===== config.mk =====
export PLATFORM = sky130hd
export DESIGN_NAME = trace_replay_driver
export DESIGN_NICKNAME = d
export VERILOG_FILES = /design/src/rtl/trace_replay_driver_pkg.sv /design/src/rtl/trace_replay_driver_trace_mem.sv /design/src/rtl/trace_replay_driver.sv
export SDC_FILE = /design/constraint.sdc
export NUM_CORES = 1
export LEC_CHECK = 0
export ABC_AREA = 1
export ABC_CLOCK_PERIOD_IN_PS = 3300
export CORE_ASPECT_RATIO = 0.9
export CORE_MARGIN = 4
export CORE_UTILIZATION = 35
export DETAILED_ROUTE_END_ITERATION = 16
export SYNTH_ARGS = -nofsm -noshare
export SYNTH_HDL_FRONTEND = slang
export SYNTH_SLANG_ARGS = --single-unit
export TNS_END_PERCENT = 1

===== constraint.sdc =====
create_clock -name clk -period 3.3 [get_ports clk]
set_clock_uncertainty 0.15 [all_clocks]
set_input_delay 0.66 -clock clk [delete_from_list [all_inputs] [get_ports clk]]
set_output_delay 0.66 -clock clk [all_outputs]
set_load 0.05 [all_outputs]

===== src/rtl/trace_replay_driver_pkg.sv =====
// Shared types for the trace replay driver: trace entry layout and replay state encoding.
package trace_replay_driver_pkg;

  localparam int OP_W   = 2;
  localparam int ADDR_W = 32;

  typedef struct packed {
    logic [OP_W-1:0]   op;
    logic [ADDR_W-1:0] addr;
  } trace_entry_t;

  typedef enum logic [2:0] {
    S_IDLE,
    S_ISSUE,
    S_WAIT,
    S_PAUSE,
    S_DONE,
    S_ERR
  } replay_state_t;

endpackage


===== src/rtl/trace_replay_driver_trace_mem.sv =====
// Trace storage: one synchronous write port, combinational read port, no reset on contents.
module trace_mem
  import trace_replay_driver_pkg::*;
#(
  parameter int DEPTH = 16,
  localparam int AW   = $clog2(DEPTH)
) (
  input  logic          clk,
  input  logic          we_i,
  input  logic [AW-1:0] waddr_i,
  input  trace_entry_t  wdata_i,
  input  logic [AW-1:0] raddr_i,
  output trace_entry_t  rdata_o
);

  trace_entry_t mem [DEPTH];

  always_ff @(posedge clk) begin
    if (we_i) mem[waddr_i] <= wdata_i;
  end

  assign rdata_o = mem[raddr_i];

endmodule


===== src/rtl/trace_replay_driver.sv =====
// Replays a stored operation trace over a valid/opr_finished handshake.
// States: IDLE load/arm | ISSUE one-cycle valid | WAIT completion | PAUSE await step | DONE pulse | ERR timeout.
module trace_replay_driver
  import trace_replay_driver_pkg::*;
#(
  parameter int DEPTH   = 16,
  parameter int OP_W    = trace_replay_driver_pkg::OP_W,
  parameter int ADDR_W  = trace_replay_driver_pkg::ADDR_W,
  parameter int TIMEOUT = 64,
  localparam int CNT_W  = $clog2(DEPTH + 1)
) (
  input  logic              clk,
  input  logic              reset,
  input  logic              ld_en,
  input  logic [OP_W-1:0]   ld_op,
  input  logic [ADDR_W-1:0] ld_addr,
  input  logic              ld_clr,
  output logic              ld_full,
  input  logic              start,
  input  logic              step_mode,
  input  logic              step,
  output logic              valid,
  output logic [OP_W-1:0]   op,
  output logic [ADDR_W-1:0] addr,
  input  logic              opr_finished,
  output logic              busy,
  output logic              done,
  output logic              timeout_err,
  output logic [CNT_W-1:0]  issued_cnt
);

  localparam int AW     = $clog2(DEPTH);
  localparam int WAIT_W = $clog2(TIMEOUT);

  replay_state_t     state_q, state_d;
  logic [CNT_W-1:0]  wr_ptr_q, wr_ptr_d;
  logic [CNT_W-1:0]  rd_ptr_q, rd_ptr_d;
  logic [CNT_W-1:0]  issued_q, issued_d;
  logic [WAIT_W-1:0] wait_q, wait_d;
  logic              step_mode_q, step_mode_d;
  logic              step_q, step_d;
  logic              terr_q, terr_d;
  logic [OP_W-1:0]   op_q, op_d;
  logic [ADDR_W-1:0] addr_q, addr_d;

  logic         mem_we;
  logic         full;
  logic         last;
  trace_entry_t wr_entry;
  trace_entry_t rd_entry;

  assign full     = (wr_ptr_q == CNT_W'(DEPTH));
  assign last     = (rd_ptr_q == wr_ptr_q - CNT_W'(1));
  assign wr_entry = '{op: ld_op, addr: ld_addr};

  // Read at the next pointer so op/addr can be registered on entry to ISSUE.
  trace_mem #(.DEPTH(DEPTH)) u_mem (
    .clk     (clk),
    .we_i    (mem_we),
    .waddr_i (wr_ptr_q[AW-1:0]),
    .wdata_i (wr_entry),
    .raddr_i (rd_ptr_d[AW-1:0]),
    .rdata_o (rd_entry)
  );

  always_ff @(posedge clk or posedge reset) begin
    if (reset) state_q <= S_IDLE;
    else       state_q <= state_d;
  end

  always_comb begin
    state_d = state_q;
    case (state_q)
      S_IDLE: if (start) begin
        if (wr_ptr_q == '0)  state_d = S_DONE;
        else if (step_mode)  state_d = S_PAUSE;
        else                 state_d = S_ISSUE;
      end
      S_PAUSE: if (step_q) state_d = S_ISSUE;
      S_ISSUE: state_d = S_WAIT;
      S_WAIT: begin
        if (opr_finished) begin
          if (last)             state_d = S_DONE;
          else if (step_mode_q) state_d = S_PAUSE;
          else                  state_d = S_ISSUE;
        end else if (wait_q == WAIT_W'(TIMEOUT - 1)) begin
          state_d = S_ERR;
        end
      end
      default: state_d = S_IDLE;
    endcase
  end

  always_comb begin
    valid = (state_q == S_ISSUE);
    done  = (state_q == S_DONE);
    busy  = (state_q != S_IDLE);
  end

  always_comb begin
    wr_ptr_d    = wr_ptr_q;
    rd_ptr_d    = rd_ptr_q;
    issued_d    = issued_q;
    wait_d      = wait_q;
    step_mode_d = step_mode_q;
    terr_d      = terr_q;
    mem_we      = 1'b0;
    step_d      = (state_q == S_PAUSE) && step;
    case (state_q)
      S_IDLE: begin
        if (ld_clr) begin
          wr_ptr_d = '0;
        end else if (ld_en && !full) begin
          mem_we   = 1'b1;
          wr_ptr_d = wr_ptr_q + CNT_W'(1);
        end
        if (start) begin
          rd_ptr_d    = '0;
          issued_d    = '0;
          terr_d      = 1'b0;
          step_mode_d = step_mode;
        end
      end
      S_ISSUE: wait_d = '0;
      S_WAIT: begin
        wait_d = wait_q + WAIT_W'(1);
        if (opr_finished) begin
          issued_d = issued_q + CNT_W'(1);
          if (!last) rd_ptr_d = rd_ptr_q + CNT_W'(1);
        end
      end
      S_ERR:   terr_d = 1'b1;
      default: ;
    endcase
    op_d   = (state_d == S_ISSUE) ? rd_entry.op   : op_q;
    addr_d = (state_d == S_ISSUE) ? rd_entry.addr : addr_q;
  end

  always_ff @(posedge clk or posedge reset) begin
    if (reset) begin
      wr_ptr_q    <= '0;
      rd_ptr_q    <= '0;
      issued_q    <= '0;
      wait_q      <= '0;
      step_mode_q <= 1'b0;
      step_q      <= 1'b0;
      terr_q      <= 1'b0;
      op_q        <= '0;
      addr_q      <= '0;
    end else begin
      wr_ptr_q    <= wr_ptr_d;
      rd_ptr_q    <= rd_ptr_d;
      issued_q    <= issued_d;
      wait_q      <= wait_d;
      step_mode_q <= step_mode_d;
      step_q      <= step_d;
      terr_q      <= terr_d;
      op_q        <= op_d;
      addr_q      <= addr_d;
    end
  end

  assign ld_full     = full;
  assign op          = op_q;
  assign addr        = addr_q;
  assign timeout_err = terr_q;
  assign issued_cnt  = issued_q;

endmodule


==> results.py <==
metrics = {
    "run_status": {
        "status": "completed",
    },
    "detailed_routing": {
        "ant_nets": 0,
        "drcViolationCount": 0,
        "vias_per_cell": 5.00,
        "vias": 18500,
        "dr.pass1.iters": 6,
        "wl_mm": 72.2,
        "dr.first_iter.drc_count": 1739,
        "wl_per_cell_um": 19.6,
    },
    "global_route": {
        "grt_max_degree": 112,
        "use_met2": 0.286,
        "globalRouteMet3Util": 0.0356,
        "grt_pass1_vias": 17900,
        "grt-busiest-layer": "met2",
        "antenna_found_initial": 5,
        "grt_overflow_total": 0,
        "gr-usage-met1": 0.233,
        "track_usage": 0.175,
        "grt_pass1_wl_mm": 109,
    },
    "floorplan": {
        "row_count": 95,
        "die_w_um": 298,
        "dieArea_um2": 80400,
        "dieHeight_um": 269,
        "initial_utilization": 0.354,
        "core_area_um2": 75000,
        "io_pins": 86,
    },
    "clocking": {
        "root_buffer": "clkbuf_16",
        "numCtsBuffers": 67,
        "clk_latency_ns": 0.60,
        "cts_buffer_depth": 3,
        "clk_pin_slew_ns": 0.06,
        "cts_num_sinks": 605,
        "htreeDepth": 3,
        "ctsHoldBuffers": 0,
        "cts_tree": "done",
    },
    "critical_path": {
        "timing.rr.start": "wr_ptr_q[0]",
        "crit_required_ns": 3.68,
        "worstPathArrival_ns": 3.47,
        "r2r_end": "addr[0]",
        "reg2reg_depth": 21,
        "critPathMaxFanout": 37,
        "critPathKind": "flip-flop to flip-flop",
        "r2r_slack_ns": 0.21,
        "critPathMostFrequentCell": "nand2_1",
        "start_kind": "flip-flop",
        "critPathMaxStageDelay_ns": 0.44,
        "crit_chain": "inv_2 > ha_2 > inv_1 > nand2_1 > nand2_1 > nand3_1 > nor2_2 > nand3_4 > nand3_2 > nand3_4 > nand2_8 > buf_12 > buf_16 > nand2_1 > nand2_1 > nand2_1 > nand3_1 > nand3_1 > nand2_1 > nand2_1 > nand2_1",
        "cpMaxStageDelayCell": "dfrtp_2",
        "end_kind": "flip-flop",
    },
    "logic_synthesis": {
        "ys_seq_area_frac": 0.672,
        "ys.flop_type": "edfxtp_1",
        "ys_ff_latch": 605,
        "synthTopCellsByArea": "edfxtp_1 (61%), nand3_1 (12%), nand2_1 (8.4%)",
        "synth_top_area_share": 0.615,
        "syn-num-nets": 2577,
        "netlist_area_um2": 26600,
        "yosys.area.top_type": "edfxtp_1",
        "syn_area_per_cell_um2": 10.5,
        "async_reset_ff_frac": 0.101,
        "yosys_warnings": 0,
        "ys_types": 33,
        "synthCells": 2528,
        "synth_edf_count": 544,
    },
    "sta": {
        "whs_ns": 0.305,
        "rsz0062_at_grt": "false",
        "setup_violations": 0,
        "finalHoldViolCount": 0,
        "min_period_ns": 3.09,
        "max_freq_ghz": 0.324,
        "max_slew_margin": 0.543,
        "layout_worst_path_cycle_share": 0.937,
        "worst_slew_pin_slew_ns": 0.686,
        "setup_slack_ns": 0.209,
        "maxSlewViolCount": 0,
    },
    "placed_design": {
        "dp_hpwl_mm": 38.3,
        "io_buffers": 85,
        "place_worst_setup_slack_ns": 0.0994,
        "routabilityCongestion": 0.794,
        "dp_cells": 3562,
    },
    "cells_and_area": {
        "drive_gt1_frac": 0.0834,
        "area_delta_synth_final_pct": 18.4,
        "nets": 2669,
        "post-route-util": 0.420,
        "final_cells": 3693,
    },
    "hold_path": {
        "hold_path.class": "input pin to async pin",
    },
    "power": {
        "power_density_nw_per_um2": 781,
        "ir_drop_mv": 0.411,
        "p_leak_nw": 12.7,
    },
    "flow_run": {
        "maxCapViolations": 0,
    },
}
-- metrics by stage --
stage	power, mW	cell area, um2	TNS, ns
2_1_floorplan	14.7	26600	-206.44
3_3_place_gp	17.3	29200	0
3_5_place_dp	17.4	29200	0
4_1_cts	24.6	31300	0
5_1_grt	25.9	31500	0
6_report	24.6	31500	0
-- cell usage in the layout, fill, tap and decap left out, drive strengths merged, types with 3 or more instances in the layout --
| cell type | synthesis | final |
|---|---|---|
| nand3 | 633 | 633 |
| nand2 | 600 | 600 |
| edfxtp | 544 | 544 |
| inv | 382 | 385 |
| clkbuf | 23 | 101 |
| clkdlybuf4s50 | 0 | 84 |
| buf | 125 | 84 |
| nand3b | 68 | 68 |
| dfrtp | 61 | 61 |
| nor2 | 40 | 40 |
| o21ai | 19 | 19 |
| clkinv | 1 | 18 |
| ha | 7 | 7 |
| a21oi | 6 | 6 |
| nor3 | 4 | 4 |
| o22ai | 4 | 4 |
| bufinv | 0 | 3 |
-- routing by layer --
metal	share of wire	wire [um]	up-vias
met1	0.42	30300	8984
li1	-	-	8651
met4	0.028	1990	6
met2	0.47	33900	715
met5	0.00064	46	-
met3	0.083	6020	127
-- worst max-delay path, delay by kind of cell, from the launching register on --
family / cells / cell delay (ns)
flops: 1 / 0.44
buf+inv: 4 / 0.57
fa+ha+maj: 1 / 0.29
simple gates: 16 / 1.55
-- kinds of logic (layout without fill, tap and decap cells) --
kind of cell | count (synthesis) | after routing | synth area share
AND/OR/NAND/NOR | 1348 | 1348 | 0.233
flip-flops | 605 | 605 | 0.672
buffers and inverters | 531 | 676 | 0.0837
AO/OA/AOI/OAI | 33 | 33 | 0.00678
adder cells (fa/ha/maj) | 7 | 7 | 0.00330
XOR/XNOR | 3 | 3 | 0.000989
multiplexers | 1 | 1 | 0.000424
other | 0 | 2 | 0
-- area by class of cell --
type / count / area, um2
fillers: 6957 / 43500
flip-flops and latches: 605 / 17900
multi-input cells: 1392 / 6640
repair buffers: 171 / 2130
clock buffers: 99 / 1880
inverters: 383 / 1440
well taps: 1018 / 1270
clock inverters: 23 / 233
diodes: 2 / 5.00
-- Yosys cell counts (7+ instances only) --
library cell / n
dfrtp_1: 61
buf_4: 17
nand3_1: 629
nor2_1: 37
ha_1: 7
inv_1: 371
buf_2: 102
inv_2: 11
o21ai_0: 15
clkbuf_1: 23
nand3b_1: 68
nand2_1: 595
edfxtp_1: 544
-- flip-flops by register name, indices dropped and copies added, names as in the netlist --
| register | cells |
|---|---|
| wr_ptr_q | 5 |
| wait_q | 6 |
| op | 2 |
| timeout_err | 1 |
| state_q | 3 |
| step_mode_q | 1 |
| u_mem.mem | 544 |
| addr | 32 |
| rd_ptr_q | 5 |
| step_q | 1 |
| issued_cnt | 5 |
-- power by group --
part           total (mW)  internal [mW]  leakage [nW]  switching, mW
registers            9.05           8.76          5.68          0.292
logic                8.34           2.82          6.03           5.52
clock network        7.18           4.20          1.03           2.97
-- timing repair --
action / in CTS / in global routing
gates cloned: 0 / 2
buffers inserted: 0 / 5
pin swaps: 0 / 1
setup endpoints to repair: 1 / 34
resized for setup: 1 / 12
-- worst max path at each step --
stage	start	endpoint	slack, ns
after global placement	start	addr[0]	0.12
after global routing	wr_ptr_q[0]	addr[0]	0.007
after floorplan	state_q[2]	u_mem.mem[0][0]	-0.38
final	wr_ptr_q[0]	addr[0]	0.21
after detailed placement	start	addr[0]	0.1
after CTS	wr_ptr_q[0]	addr[0]	0.12
(Power assumes the default switching activity.)
